<file path="src/rtl/mips_pkg.sv">
// Shared constants and FSM state type for the interrupt/cause logic.
package mips_pkg;

  localparam int IRQ_LINES  = 8;
  localparam int IRQ_CODE_W = 3;

  typedef enum logic {
    IDLE = 1'b0,
    BUSY = 1'b1
  } irq_state_t;

endpackage

</file>
<file path="src/rtl/priority_enc.sv">
// Combinational priority encoder: binary index of the highest set bit of cand.
module priority_enc #(
  parameter int bus_size_in  = 8,
  parameter int bus_size_out = 3
) (
  input  logic [bus_size_in-1:0]  cand,
  output logic [bus_size_out-1:0] index,
  output logic                    any_valid
);

  if (bus_size_in < 2 || bus_size_out != $clog2(bus_size_in)) begin : g_bad_width
    $error("priority_enc: bus_size_out must equal clog2(bus_size_in)");
  end

  // Ascending scan, so the highest set bit is the last one written.
  always_comb begin
    index     = '0;
    any_valid = 1'b0;
    for (int i = 0; i < bus_size_in; i++) begin
      if (cand[i]) begin
        index     = bus_size_out'(i);
        any_valid = 1'b1;
      end
    end
  end

endmodule

</file>
<file path="src/rtl/irq_priority_encoder.sv">
// Latches request edges as pending and grants the highest unmasked one under valid/ack.
module irq_priority_encoder
  import mips_pkg::*;
#(
  parameter int bus_size_in  = IRQ_LINES,
  parameter int bus_size_out = IRQ_CODE_W
) (
  input  logic                    clk,
  input  logic                    rst_n,
  input  logic [bus_size_in-1:0]  req,
  input  logic [bus_size_in-1:0]  mask,
  input  logic                    enabled,
  input  logic                    ack,
  input  logic                    clr_overrun,
  output logic [bus_size_out-1:0] out,
  output logic                    valid,
  output logic [bus_size_in-1:0]  pending,
  output logic [bus_size_in-1:0]  overrun
);

  if (bus_size_in < 2 || bus_size_out != $clog2(bus_size_in)) begin : g_bad_width
    $error("irq_priority_encoder: bus_size_out must equal clog2(bus_size_in)");
  end

  irq_state_t              state, next_state;
  logic [bus_size_in-1:0]  req_q;
  logic [bus_size_in-1:0]  req_edge;
  logic [bus_size_in-1:0]  ack_clr;
  logic [bus_size_in-1:0]  cand;
  logic [bus_size_out-1:0] sel_index;
  logic                    sel_any;
  logic                    grant;

  assign req_edge = req & ~req_q;
  assign cand     = pending & mask;

  priority_enc #(
    .bus_size_in (bus_size_in),
    .bus_size_out(bus_size_out)
  ) u_priority_enc (
    .cand     (cand),
    .index    (sel_index),
    .any_valid(sel_any)
  );

  always_comb begin
    next_state = state;
    grant      = 1'b0;
    ack_clr    = '0;
    case (state)
      IDLE: begin
        if (enabled && sel_any) begin
          grant      = 1'b1;
          next_state = BUSY;
        end
      end
      BUSY: begin
        if (ack) begin
          ack_clr[out] = 1'b1;
          next_state   = IDLE;
        end
      end
      default: next_state = IDLE;
    endcase
  end

  always_ff @(posedge clk or negedge rst_n) begin
    if (!rst_n) begin
      state <= IDLE;
    end else begin
      state <= next_state;
    end
  end

  // An edge landing on the line being acked replaces the consumed event, so it is not an overrun.
  always_ff @(posedge clk or negedge rst_n) begin
    if (!rst_n) begin
      req_q   <= '0;
      pending <= '0;
      overrun <= '0;
    end else begin
      req_q   <= req;
      pending <= req_edge | (pending & ~ack_clr);
      overrun <= (clr_overrun ? '0 : overrun) | (req_edge & pending & ~ack_clr);
    end
  end

  always_ff @(posedge clk or negedge rst_n) begin
    if (!rst_n) begin
      out   <= '0;
      valid <= 1'b0;
    end else begin
      if (grant) begin
        out <= sel_index;
      end
      valid <= (next_state == BUSY);
    end
  end

endmodule

</file>
<file path="config.mk">
export PLATFORM = sky130hd
export DESIGN_NAME = irq_priority_encoder
export DESIGN_NICKNAME = d
export VERILOG_FILES = /design/src/rtl/mips_pkg.sv /design/src/rtl/priority_enc.sv /design/src/rtl/irq_priority_encoder.sv
export SDC_FILE = /design/constraint.sdc
export NUM_CORES = 1
export LEC_CHECK = 0
export CORE_MARGIN = 2
export CORE_UTILIZATION = 41
export DETAILED_ROUTE_END_ITERATION = 10
export HOLD_SLACK_MARGIN = 0.06
export PLACE_DENSITY = 0.75
export SKIP_LAST_GASP = 1
export SLEW_MARGIN = 40
export SYNTH_ARGS = -nofsm -noshare
export SYNTH_HDL_FRONTEND = slang
export SYNTH_SLANG_ARGS = --single-unit
</file>
<file path="constraint.sdc">
create_clock -name clk -period 3.8 [get_ports clk]
set_clock_uncertainty 0.2 [all_clocks]
set_input_delay 1.14 -clock clk [delete_from_list [all_inputs] [get_ports clk]]
set_output_delay 1.14 -clock clk [all_outputs]
set_load 0.01 [all_outputs]
</file>
==> impl_metrics.yaml <==
drt:
  drt_iter0_markers: 17
  wire_per_inst_um: 14.7
  drcViolationCount: 0
  detail-route-antenna-nets: 0
  num_vias: 890
  vias_per_cell: 5.27
  wl_um: 2490
  dr.pass1.iters: 4
finish:
  drive_above_1_share_pct: 7.91
  layout_common_cells: "clkdlybuf4s50_1 (40), dfrtp_1 (28), nand2_1 (15), inv_1 (11), nand2b_1 (9)"
  stdcell_count: 169
  num_antenna_cells: 0
  fillCellCount: 211
  nets: 161
  final_common_cell: "clkdlybuf4s50_1"
  utilization_pct: 63.7
  area_growth_pct: 45.0
yosys:
  synth_mux_area_share_pct: 2.96
  synth-compound-area-share_pct: 16.3
  yosys.area_share.simple_pct: 12.8
  syn-num-nets: 116
  syn-cell-area_mm2: 0.00110
  synth-adder-area-share_pct: 0
  syn_area_per_cell_um2: 11.6
  ys_seq_area_share_pct: 63.9
  synth_top_family_by_area: "compound AO/OA/AOI/OAI gates"
  synth_cell_types: 19
  yosys_register_bits: 28
  ys_warn_count: 0
  synth-xor-area-share_pct: 0
  syn-instance-count: 95
placement:
  dpl_worst_slack_ns: 0.775
  place_inst: 165
  io_buffers: 40
  hpwl_um: 1880
  gp_congestion: 0.825
cts:
  cts_htree_levels: 1
  clk_pin_slew_worst_paths_ns: 0.15
  cts_tree: "done"
  cts_buffers: 3
  insertion_delay_ns: 0.32
  cts_hold_buf: 0
  clockBufferDepth: 2
  root_buffer: "clkbuf_4"
  postCtsResizedCells: 0
  post_cts_buffers: 0
  cts_num_sinks: 28
timing:
  layout_worst_path_cycle_share_pct: 73.4
  layout_setup_ws_ns: 1.01
  rsz0062_at_grt: "false"
  worst_slew_pin_slew_ns: 0.378
  fin_hold_ws_ns: 0.324
  finalMaxSlewViolations: 0
  finalHoldViolCount: 0
  setup_viol: 0
  finalSetupTns_ns: 0
  slew_headroom_pct: 74.8
  fmax_ghz: 0.359
  fin_crit_ns: 2.79
die:
  die-area_mm2: 0.00311
  die_h_um: 55.7
  fp.dieW_um: 55.7
  core_mm2: 0.00250
  start_util_pct: 43.9
  num_rows: 18
  ioPinCount: 41
worst_setup_path:
  ff2ff_path_depth: 4
  path_max_fanout: 7
  cpLargestDelayFamily: "buffers and inverters"
  critical_path_class: "register to output pin"
  cpPeakStageDelay_ns: 0.63
  end_kind: "output pin"
  path_cells: "clkdlybuf4s50_1"
  required_ns: 2.46
  timing.rr.start: "pending[5]"
  start_kind: "register"
  critPathArrivalTime_ns: 1.45
  rrSetupSlack_ns: 2.00
  path_buf_inv: 1
  critPathSlowestCell: "clkdlybuf4s50_1"
  r2r-end: "out[1]"
min_path:
  whs_path_depth: 2
  hp-start: "req_q[0]"
  hold_class: "register to register"
  holdPathEnd: "pending[0]"
power:
  peakVddDrop_v: 0.000320
  leakagePower_uw: 0.000674
  power.density_mw_per_mm2: 505
grt:
  top_usage_layer: "met2"
  grt_usage_pct: 17.8
  antenna_found_initial: 0
  gr-usage-met3_pct: 3.95
  grt_pass1_vias: 950
  grt_max_degree: 29
  use_met2_pct: 27.4
  grt_pass1_wl_um: 4330
  grt_util_met1_pct: 24.8
  gr-total-overflow: 0
outcome:
  status: "finished clean"
flow_run:
  max-cap-violations: 0
through the flow:
stage	power [µW]	cell area (µm²)
after floorplan	477	1100
after global placement	610	1540
after detailed placement	616	1540
after CTS	810	1590
after global routing	848	1590
final	804	1590
worst max path at each step:
stage / from / end / cells after the start / slack [ns]
after floorplan: mask[5] / out[0] / 4 / 1.35
after global placement: mask[5] / out[1] / 5 / 0.83
after detailed placement: mask[5] / out[1] / 5 / 0.78
after CTS: out[1] / out[1] / 1 / 1.02
after global routing: out[1] / out[1] / 1 / 0.93
final: out[1] / out[1] / 1 / 1.01
metal layers:
metal	share of wire [%]	vias to the layer above
met4	1.4	0
li1	-	415
met2	47	35
met5	0	-
met3	4.9	4
met1	46	436
cell families (layout without fill, tap and decap cells):
logic type,after synthesis,count (layout)
simple gates,28,28
compound gates,24,24
mux,3,3
buf+inv,12,56
flops,28,28
synthesized netlist by cell type:
master,number,area share (%)
nand3b_1,1,0.68
a311oi_4,1,2.4
a22o_2,1,0.91
a21o_2,1,0.80
mux2_2,2,2.1
nand2b_1,9,5.1
mux2i_1,1,0.91
dfrtp_1,28,64
and3b_2,1,0.91
nand2_1,15,5.1
a22oi_1,2,1.4
inv_1,11,3.8
o31ai_1,2,1.4
nand3_1,2,0.91
o22ai_1,8,4.6
buf_1,1,0.34
o211ai_1,2,1.4
a32oi_1,1,0.80
o21ai_0,6,2.7
sequential cells by signal, summed over array words and instances, names as in the netlist:
| signal | count |
|---|---|
| out | 3 |
| overrun | 8 |
| pending | 8 |
| req_q | 8 |
| valid | 1 |
power breakdown:
group / internal (µW) / switching (µW) / leakage (µW)
clock: 107 / 85.9 / 0.0000279
combinational: 128 / 98.4 / 0.000337
sequential: 342 / 43.2 / 0.000309
total: 576 / 228 / 0.000674
cell type report:
type | count | area, µm² | share of cell area (%)
well taps | 30 | 37.5 | 2.36
clock buffers | 3 | 22.5 | 1.42
multi-input cells | 55 | 352 | 22.1
repair buffers | 41 | 408 | 25.6
flip-flops and latches | 28 | 701 | 44.0
clock inverters | 1 | 30.0 | 1.89
inverters | 11 | 41.3 | 2.59
No activity file was read; power rests on OpenSTA's default activity.
